===== src/rtl/central_pkg.sv =====
// central_pkg: shared definitions for the centralPU memory-side blocks.
//   INSTR_SIZE        default memory word / instruction width
//   ADDR_SIZE         default memory address width
//   mem_dump_state_t  sweep FSM state encoding for mem_dump
package central_pkg;

  localparam int INSTR_SIZE = 12;
  localparam int ADDR_SIZE  = 5;

  typedef enum logic [1:0] {
    IDLE  = 2'd0,
    READ  = 2'd1,
    DRAIN = 2'd2,
    CSUM  = 2'd3
  } mem_dump_state_t;

endpackage


===== src/rtl/mem_dump_fifo2.sv =====
// mem_dump_fifo2: two-entry FIFO holding one packed output beat per slot.
// Ports:
//   clk, rst_n    clock, asynchronous active-low reset
//   push, wdata   write strobe and beat to store
//   pop           drop the head entry
//   rdata         head entry (meaningful while count != 0)
//   count         current occupancy, 0..2
// The caller guarantees push never happens while full.
module mem_dump_fifo2 #(
  parameter int W = 8
) (
  input  logic         clk,
  input  logic         rst_n,
  input  logic         push,
  input  logic [W-1:0] wdata,
  input  logic         pop,
  output logic [W-1:0] rdata,
  output logic [1:0]   count
);

  logic [W-1:0] slots [2];
  logic         wr_ptr;
  logic         rd_ptr;
  logic [1:0]   cnt;

  always_ff @(posedge clk or negedge rst_n) begin
    if (!rst_n) begin
      slots[0] <= '0;
      slots[1] <= '0;
      wr_ptr   <= 1'b0;
      rd_ptr   <= 1'b0;
      cnt      <= 2'd0;
    end else begin
      if (push) begin
        slots[wr_ptr] <= wdata;
        wr_ptr        <= ~wr_ptr;
      end
      if (pop) begin
        rd_ptr <= ~rd_ptr;
      end
      case ({push, pop})
        2'b10:   cnt <= cnt + 2'd1;
        2'b01:   cnt <= cnt - 2'd1;
        default: cnt <= cnt;
      endcase
    end
  end

  assign rdata = slots[rd_ptr];
  assign count = cnt;

endmodule


===== src/rtl/mem_dump.sv =====
// mem_dump: debug readback engine. On start it reads the inclusive, wrapping
// address range first_addr..last_addr through the memory's synchronous read
// port and streams every word out on a valid/ready interface.
// Ports:
//   clk, rst_n             clock, asynchronous active-low reset
//   start                  one-cycle request, ignored while busy
//   first_addr, last_addr  range, sampled with start
//   busy, done             sweep in progress / one-cycle completion pulse
//   mem_re, mem_addr       memory read request
//   mem_rdata              read data, valid the cycle after mem_re
//   out_valid, out_ready   output handshake
//   out_data, out_addr     beat payload
//   out_last               final beat of the sweep
// Build option: define MEM_DUMP_CHECKSUM_EN to append a checksum beat
// (sum of all words mod 2^WORD_SIZE, out_addr=0, out_last=1).
module mem_dump #(
  parameter int WORD_SIZE = central_pkg::INSTR_SIZE,
  parameter int ADDR_SIZE = central_pkg::ADDR_SIZE
) (
  input  logic                 clk,
  input  logic                 rst_n,
  input  logic                 start,
  input  logic [ADDR_SIZE-1:0] first_addr,
  input  logic [ADDR_SIZE-1:0] last_addr,
  output logic                 busy,
  output logic                 done,
  output logic                 mem_re,
  output logic [ADDR_SIZE-1:0] mem_addr,
  input  logic [WORD_SIZE-1:0] mem_rdata,
  output logic                 out_valid,
  input  logic                 out_ready,
  output logic [WORD_SIZE-1:0] out_data,
  output logic [ADDR_SIZE-1:0] out_addr,
  output logic                 out_last
);

  import central_pkg::*;

  localparam int CNT_W  = ADDR_SIZE + 1;
  localparam int BEAT_W = WORD_SIZE + ADDR_SIZE + 1;

  mem_dump_state_t state, state_next;

  logic [ADDR_SIZE-1:0] rd_addr;     // next address to read
  logic [CNT_W-1:0]     rd_cnt;      // reads still to issue
  logic [ADDR_SIZE-1:0] span;
  logic                 fl_valid;    // read issued last cycle, data on mem_rdata now
  logic [ADDR_SIZE-1:0] fl_addr;
  logic                 fl_last;
  logic                 done_q;

  logic [1:0]           fifo_count;
  logic [BEAT_W-1:0]    fifo_head;
  logic                 fifo_empty;
  logic                 push;
  logic                 pop;

  logic                 beat_valid;
  logic [WORD_SIZE-1:0] beat_data;
  logic [ADDR_SIZE-1:0] beat_addr;
  logic                 beat_final;
  logic                 data_accept;
  logic [1:0]           pending;
  logic                 issue;

`ifdef MEM_DUMP_CHECKSUM_EN
  logic [WORD_SIZE-1:0] sum_q;
`endif

  assign span       = last_addr - first_addr;
  assign fifo_empty = (fifo_count == 2'd0);

  // With an empty FIFO the returning read word is offered directly, which
  // gives the two-cycle start-to-beat latency; if it is not taken it is
  // parked in the FIFO so the payload stays stable.
  always_comb begin
    if (fifo_empty) begin
      beat_valid = fl_valid;
      beat_data  = mem_rdata;
      beat_addr  = fl_addr;
      beat_final = fl_last;
    end else begin
      beat_valid = 1'b1;
      beat_data  = fifo_head[BEAT_W-1 -: WORD_SIZE];
      beat_addr  = fifo_head[ADDR_SIZE:1];
      beat_final = fifo_head[0];
    end
  end

  assign data_accept = beat_valid && out_ready;
  assign pop         = !fifo_empty && out_ready;
  assign push        = fl_valid && !(fifo_empty && out_ready);

  // Buffered beats plus the read in flight never exceed the two FIFO slots.
  assign pending = fifo_count + {1'b0, fl_valid};
  assign issue   = (state == READ) &&
                   ((pending < 2'd2) || ((pending == 2'd2) && data_accept));

  mem_dump_fifo2 #(.W(BEAT_W)) u_fifo (
    .clk   (clk),
    .rst_n (rst_n),
    .push  (push),
    .wdata ({mem_rdata, fl_addr, fl_last}),
    .pop   (pop),
    .rdata (fifo_head),
    .count (fifo_count)
  );

  always_comb begin
    state_next = state;
    case (state)
      IDLE:  if (start) state_next = READ;
      READ:  if (issue && (rd_cnt == CNT_W'(1))) state_next = DRAIN;
      DRAIN: if (data_accept && beat_final) begin
`ifdef MEM_DUMP_CHECKSUM_EN
        state_next = CSUM;
`else
        state_next = IDLE;
`endif
      end
`ifdef MEM_DUMP_CHECKSUM_EN
      CSUM:  if (out_ready) state_next = IDLE;
`endif
      default: state_next = IDLE;
    endcase
  end

  always_ff @(posedge clk or negedge rst_n) begin
    if (!rst_n) begin
      state    <= IDLE;
      rd_addr  <= '0;
      rd_cnt   <= '0;
      fl_valid <= 1'b0;
      fl_addr  <= '0;
      fl_last  <= 1'b0;
      done_q   <= 1'b0;
    end else begin
      state    <= state_next;
      done_q   <= (state != IDLE) && (state_next == IDLE);
      fl_valid <= issue;
      if (state == IDLE && start) begin
        rd_addr <= first_addr;
        rd_cnt  <= {1'b0, span} + CNT_W'(1);
      end else if (issue) begin
        rd_addr <= rd_addr + ADDR_SIZE'(1);
        rd_cnt  <= rd_cnt - CNT_W'(1);
        fl_addr <= rd_addr;
        fl_last <= (rd_cnt == CNT_W'(1));
      end
    end
  end

`ifdef MEM_DUMP_CHECKSUM_EN
  always_ff @(posedge clk or negedge rst_n) begin
    if (!rst_n) begin
      sum_q <= '0;
    end else if (state == IDLE && start) begin
      sum_q <= '0;
    end else if (data_accept) begin
      sum_q <= sum_q + beat_data;
    end
  end
`endif

  always_comb begin
    out_valid = 1'b0;
    out_data  = '0;
    out_addr  = '0;
    out_last  = 1'b0;
    if (beat_valid) begin
      out_valid = 1'b1;
      out_data  = beat_data;
      out_addr  = beat_addr;
`ifdef MEM_DUMP_CHECKSUM_EN
      out_last  = 1'b0;
`else
      out_last  = beat_final;
`endif
    end
`ifdef MEM_DUMP_CHECKSUM_EN
    if (state == CSUM) begin
      out_valid = 1'b1;
      out_data  = sum_q;
      out_addr  = '0;
      out_last  = 1'b1;
    end
`endif
  end

  assign busy     = (state != IDLE);
  assign done     = done_q;
  assign mem_re   = issue;
  assign mem_addr = rd_addr;

endmodule


===== config.mk =====
export PLATFORM = sky130hd
export DESIGN_NAME = mem_dump
export DESIGN_NICKNAME = d
export VERILOG_FILES = /design/src/rtl/central_pkg.sv /design/src/rtl/mem_dump_fifo2.sv /design/src/rtl/mem_dump.sv
export SDC_FILE = /design/constraint.sdc
export NUM_CORES = 1
export LEC_CHECK = 0
export CAP_MARGIN = 5
export CORE_ASPECT_RATIO = 2
export CORE_MARGIN = 10
export CORE_UTILIZATION = 47
export DETAILED_ROUTE_END_ITERATION = 8
export GPL_TIMING_DRIVEN = 0
export PLACE_DENSITY = 0.72
export SLEW_MARGIN = 0
export SYNTH_ARGS = -nofsm -noshare
export SYNTH_HDL_FRONTEND = slang
export SYNTH_SLANG_ARGS = --single-unit

===== constraint.sdc =====
create_clock -name clk -period 2.35 [get_ports clk]
set_input_delay 0.47 -clock clk [delete_from_list [all_inputs] [get_ports clk]]
set_output_delay 0.47 -clock clk [all_outputs]
set_load 0.03 [all_outputs]

==> results.md, run 1 <==
* DRC viols at 0
* Status: completed
* PD cells at 1730 nW/um^2
* CP peak stage delay at 460 ps
* CP startpoint kind: flip-flop
* Buffers on Ports at 52
* Fin. Hold Viols at 0
* Setup TNS at 0 ps
* Max rail drop VDD at 0.853 mV
* Initial antenna violation count at 0
* IO Pins at 53
* Synth Cell Area at 3180 um^2
* Site row count at 42
* Post-synth EDFFs at 0
* CP delay by family, top: flip-flops
* GRT Util Overall at 0.142
* Max cap viols at 0
* WS Path Type: reg -> out
* Detailed placement HPWL at 5490 um
* Vias per cell at 5.40
* WP data arrival at 1820 ps
* Most used cell along the critical path: buf_6
* Share of cells above drive strength 1 at 0.291
* Tightest Pin Transition at 750 ps
* Slowest cell on crit path: dfrtp_2
* 1st-iter DRT viols at 98
* Tcrit/Tclk final at 0.975
* HP Class: in -> async
* Most frequent cell after synthesis: dfrtp_1
* First-pass GRT wire length at 12000 um
* CP required at 1880 ps
* Worst path cell trace: ha_1, xor2_1, a221oi_4, buf_6, buf_6
* Max Freq at 0.436 GHz
* Ant. Diodes at 0
* Final worst clock skew at 4.06 ps
* Largest net degree at the start of global routing at 34
* Num CTS Buffers at 9
* Area Overhead vs Synth at 34.9%
* DIE WIDTH at 78.2 um
* Crit path time final at 2290 ps
* Die Y-Extent at 136 um
* Largest area contributor in the netlist: dfrtp_1
* Starting Density at 0.481
* Sink Count at 61
* Placed cell count at 421
* WL final at 7330 um
* Netlist cell types at 39
* Worst-Skew Late Latency at 330 ps
* Max transition margin at 0.500
* # setup viols final at 0
* Vias in the first global route at 2541
* Top cells by area, synth: dfrtp_1 48%, mux2_2 15%, mux2i_1 6.6%, ha_1 3.9%, o21ai_0 3.6%
* Clock-pin slew on the worst setup and hold paths at 50 ps
* Antenna Nets Post-Route at 0
* Mapped Avg Cell Area at 11.4 um^2
* FF-to-FF setup slack at 340 ps
* Post-synth top cells: 61 x dfrtp_1, 41 x mux2_2, 23 x o21ai_0
* Count of warnings emitted by yosys at 0
* Leakage power at 0.00188 uW
* Worst path bufs/invs at 2
* Sequential-to-total area share from yosys stat at 0.480
* Mapped Cells at 280
* RSZ-0062 raised after global routing: yes
* H-Tree Depth at 3
* Fin nets at 386
* Async SR Flop Fraction at 1.00
* Synth top area share at 0.480
* Syn nets at 317
* CTS tree: done
* Wirelength per Cell at 16.6 um
* Congestion Overflow GR at 0
* Top_reg_cell synth: dfrtp_1
* Routed via count at 2387
* Max-slew violations at 0
* Worst Path Max Fanout at 5
* Final cell count without fillers at 442
* Routability congestion estimate at 0.787
* DR pass1 iterations at 4
* Register bit count reported by yosys at 61
* Core Region at 6620 um^2
* Root buffer cell: clkbuf_16
* Total die area at 10700 um^2
* Crit. End Element: primary output
* Maximum root-to-sink buffer count at 2
report_power, final:
part           switching [uW]  total (uW)  internal, uW
logic                    2140        3960          1820
clock network             440        1480          1040
registers                 392        1990          1600
placed cells by master, fill, tap and decap left out, types with 2 or more instances in the layout:
| master | count |
|---|---|
| ha_1 | 10 |
| o21ai_1 | 2 |
| nor3b_2 | 2 |
| dlygate4sd2_1 | 5 |
| dfrtp_1 | 60 |
| clkdlybuf4s50_1 | 32 |
| inv_1 | 11 |
| clkbuf_8 | 4 |
| nor2_1 | 5 |
| o21ai_0 | 23 |
| a21oi_1 | 2 |
| clkdlybuf4s15_2 | 11 |
| nor2_4 | 2 |
| nor2b_1 | 4 |
| mux2i_1 | 21 |
| clkbuf_4 | 2 |
| buf_4 | 8 |
| xnor2_1 | 6 |
| clkbuf_16 | 9 |
| xor2_1 | 9 |
| buf_2 | 3 |
| nor3_1 | 4 |
| xnor2_2 | 2 |
| nand3_1 | 19 |
| nand2_1 | 17 |
| bufinv_16 | 2 |
| nand3b_1 | 2 |
| mux2_2 | 41 |
| buf_6 | 4 |
| a22oi_1 | 3 |
| nand2b_1 | 3 |
| clkbuf_2 | 2 |
| nand4_1 | 3 |
| a31oi_1 | 2 |
final timing paths:
| kind | from | to | depth (start not counted) |
|---|---|---|---|
| worst max-delay path | u_fifo.count[0] | mem_re | 5 |
| worst min-delay path | rst_n | u_fifo.slots[33] | 1 |
| worst max register to register | u_fifo.count[0] | state[0] | 8 |
| worst min register to register | u_fifo.slots[15] | u_fifo.slots[15] | 1 |
| max in group asynchronous | rst_n | u_fifo.slots[22] | 2 |
| min in group clk | u_fifo.slots[15] | u_fifo.slots[15] | 1 |
sequential cells by signal (all words and copies together), names as in the netlist:
register       count
done               1
rd_cnt             6
u_fifo.wr_ptr      1
u_fifo.rd_ptr      1
fl_addr            5
fl_valid           1
fl_last            1
u_fifo.slots      36
state              2
u_fifo.count       2
mem_addr           5
per-layer routing:
layer  up-vias  track usage  share of wire  wire (um)
met5         -            0              0          0
met4         0       0.0872          0.034        251
met3        13       0.0443          0.052        379
met2        61        0.266           0.56       4130
met1      1185        0.128           0.35       2560
li1       1128            -              -          -
final cells by class:
cell class / count / area (um^2)
Buffer: 12 / 90.1
Clock buffer: 13 / 280
Clock inverter: 3 / 65.1
Fill cell: 575 / 2330
Inverter: 11 / 41.3
Multi-Input combinational cell: 196 / 1600
Sequential cell: 61 / 1530
Tap cell: 88 / 110
Timing Repair Buffer: 58 / 577
worst reg2reg max path, stage by stage (launching register included):
cell and delay (ps):
dfrtp_2 460, ha_1 250, xor2_1 180, a221oi_4 310, buf_6 170, buf_4 180
nand4_1 170, o21ai_0 110, nor2_1 60
what timing repair did:
item	4_1_cts	5_1_grt
setup endpoints to repair	19	18
setup buffers	3	2
pin swaps	1	3
hold buffers	0	0
gates resized for setup	74	14
cell families (layout without fill, tap and decap cells):
kind of cell               Yosys count  in the layout  synth area share
muxes                               62             62             0.211
xor gates and xnor gates            17             17            0.0468
and+or+nand+nor                     68             68             0.114
adders and majority gates           11             11            0.0456
AOI/OAI and AO/OA                   38             38            0.0704
buffers and inverters               23             97            0.0322
DFF                                 61             61             0.480
stage by stage:
stage / utilization / power, uW / cell area (um^2) / hold WS [ps] / setup slack, ps
finish: 0.648 / 7440 / 4290 / 206 / 58.3
global route: 0.648 / 7900 / 4290 / 273 / -40.9
CTS: 0.640 / 7430 / 4240 / 229 / -9.38
detailed placement: 0.578 / 5870 / 3830 / 494 / -606
global placement: 0.576 / 5750 / 3810 / 470 / -1080
floorplan: - / 4540 / 3180 / 174 / 260
No activity file was read; power rests on OpenSTA's default activity.
==> run 2: changes to the inputs <==
Settings changed: CTS_CLUSTER_DIAMETER from default to 200.
==> results of run 2 <==
Final layout, timing and power as in run 1 (identical DEF).
==> run 3: changes to the inputs <==
Settings changed: MAX_ROUTING_LAYER from default to met4.
==> results.md, run 3 (same netlist as run 1, synthesis figures left out) <==
* Register with the most flip-flops: u_fifo.slots (unchanged)
* Congestion Overflow GR at 0 (unchanged)
* WP data arrival at 1820 ps (about the same)
* Most common cell after layout, fill and taps aside: dfrtp_1 (unchanged)
* CTS tree: done (unchanged)
* Num CTS Buffers at 9 (unchanged)
* Fin util at 0.647 (was 0.648)
* Max cap viols at 0 (unchanged)
* Sink Count at 61 (unchanged)
* Tcrit/Tclk final at 0.976 (was 0.975)
* Max transition margin at 0.489 (was 0.500)
* DR pass1 iterations at 4 (unchanged)
* Fin. Hold Viols at 0 (unchanged)
* Hold-fix buffers at CTS at 0 (unchanged)
* Crit. End Element: primary output (unchanged)
* Wirelength per Cell at 16.6 um (about the same)
* Status: completed (unchanged)
* DRC viols at 0 (unchanged)
* Worst Path Max Fanout at 5 (unchanged)
* WL final at 7320 um (was 7330 um)
* Vias in the first global route at 2535 (was 2541)
* RSZ-0062 raised after global routing: yes (unchanged)
* Detailed placement HPWL at 5490 um (unchanged)
* Final Cell Area at 4280 um^2 (was 4290 um^2)
* Filler cells at 578 (was 575)
* Die Y-Extent at 136 um (unchanged)
* Leakage power at 0.00187 uW (was 0.00188 uW)
* First-pass GRT wire length at 12000 um (about the same)
* Slowest cell on crit path: dfrtp_2 (unchanged)
* Initial antenna violation count at 0 (unchanged)
* Max reg flops at 36 (unchanged)
* CP required at 1880 ps (about the same)
* Clock-pin slew on the worst setup and hold paths at 50 ps (about the same)
* Buffers on Ports at 52 (unchanged)
* Core Region at 6620 um^2 (unchanged)
* PD cells at 1730 nW/um^2 (about the same)
* Tot Pwr at 7420 uW (was 7440 uW)
* Root buffer cell: clkbuf_16 (unchanged)
* Worst-Skew Late Latency at 330 ps (about the same)
* Most used cell along the critical path: buf_6 (unchanged)
* CP delay by family, top: flip-flops (unchanged)
* Total die area at 10700 um^2 (unchanged)
* WS Path Type: reg -> out (unchanged)
* HP Class: in -> async (unchanged)
* Tightest Pin Transition at 767 ps (was 750 ps)
* Largest net degree at the start of global routing at 34 (unchanged)
* Share of cells above drive strength 1 at 0.289 (was 0.291)
* CP peak stage delay at 460 ps (about the same)
* DP Area at 3830 um^2 (unchanged)
* Routability congestion estimate at 0.798 (was 0.787)
* Worst path cell trace: ha_1, nand2b_4, a221oi_4, buf_6, buf_6 (was ha_1, xor2_1, a221oi_4, buf_6, buf_6)
* Crit path time final at 2290 ps (about the same)
* 1st-iter DRT viols at 106 (was 98)
* DIE WIDTH at 78.2 um (unchanged)
* Worst path bufs/invs at 2 (unchanged)
* Maximum root-to-sink buffer count at 2 (unchanged)
* Most frequent cells in the layout: 60 x dfrtp_1, 41 x mux2_2, 32 x clkdlybuf4s50_1 (unchanged)
* Largest regs: u_fifo.slots (36), rd_cnt (6) (unchanged)
* Max rail drop VDD at 0.853 mV (about the same)
* # setup viols final at 0 (unchanged)
* Vias per cell at 5.38 (was 5.40)
* Site row count at 42 (unchanged)
* Max-slew violations at 0 (unchanged)
* Ant. Diodes at 0 (unchanged)
* H-Tree Depth at 3 (unchanged)
* Area Overhead vs Synth at 34.6% (was 34.9%)
* Final worst clock skew at 4.90 ps (was 4.06 ps)
* Routed via count at 2374 (was 2387)
* Antenna Nets Post-Route at 0 (unchanged)
* GRT Util Overall at 0.146 (was 0.142)
* IO Pins at 53 (unchanged)
* Starting Density at 0.481 (unchanged)
* CP startpoint kind: flip-flop (unchanged)
* Max Freq at 0.436 GHz (about the same)
* Fin nets at 385 (was 386)
[run 3: cell types whose count changed in the layout (fill, tap and decap cells not counted), sizes merged]
| cell | change |
|---|---|
| clkdlybuf4s18 | -1 |
| clkdlybuf4s15 | +2 |
| dlygate4sd2 | -2 |
[run 3: path summary, 6_finish.rpt]
| path | startpoint | end | slack, ps | cells past startpoint |
|---|---|---|---|---|
| worst max-delay path | u_fifo.count[0] | mem_re | 60 | 5 |
| max in group asynchronous | rst_n | u_fifo.slots[22] | 1520 | 2 |
| worst min register to register | u_fifo.slots[15] | u_fifo.slots[15] | 500 | 1 |
| min in group clk | u_fifo.slots[15] | u_fifo.slots[15] | 500 | 1 |
| worst min-delay path | rst_n | u_fifo.slots[32] | 210 | 1 |
| worst max register to register | u_fifo.count[0] | state[0] | 330 | 8 |
[run 3: report_power, final]
part / leakage [uW] / total [uW] / internal [uW] / switching (uW)
clock network: 0.000172 / 1480 / 1040 / 440
registers: 0.000737 / 1990 / 1600 / 392
logic: 0.000963 / 3950 / 1800 / 2140
total: 0.00187 / 7420 / 4440 / 2970
[run 3: layout make-up]
cell class / count / area, um^2 / share of cell area
sequential: 61 / 1530 / 0.357
timing repair buffer: 57 / 567 / 0.132
clock buffer: 13 / 280 / 0.0654
buffer: 12 / 90.1 / 0.0210
tap: 88 / 110 / 0.0257
multi-input combinational: 196 / 1600 / 0.374
clock inverter: 3 / 65.1 / 0.0152
inverter: 11 / 41.3 / 0.00964
[run 3: stage by stage]
stage | setup slack [ps] | instances | TNS (ps) | hold slack (ps)
floorplan | 260 | 280 | 0 | 174
global placement | -1080 | 420 | -71100 | 470
detailed placement | -606 | 421 | -5770 | 494
CTS | -9.38 | 440 | -9.38 | 229
global route | -40.8 | 441 | -65.1 | 276
finish | 55.3 | 441 | 0 | 213
[run 3: metal layers]
layer | share of wire | vias up | track usage
met1 | 0.36 | 1175 | 0.133
met5 | 0 | - | -
met3 | 0.040 | 16 | 0.0370
met4 | 0.029 | 0 | 0.0872
met2 | 0.57 | 56 | 0.265
li1 | - | 1127 | -
[run 3: what timing repair did]
action                                  4_1_cts  5_1_grt
gates resized for setup                      74       17
endpoints found under the setup margin       19       18
pin swaps                                     1        3
setup buffers                                 3        1
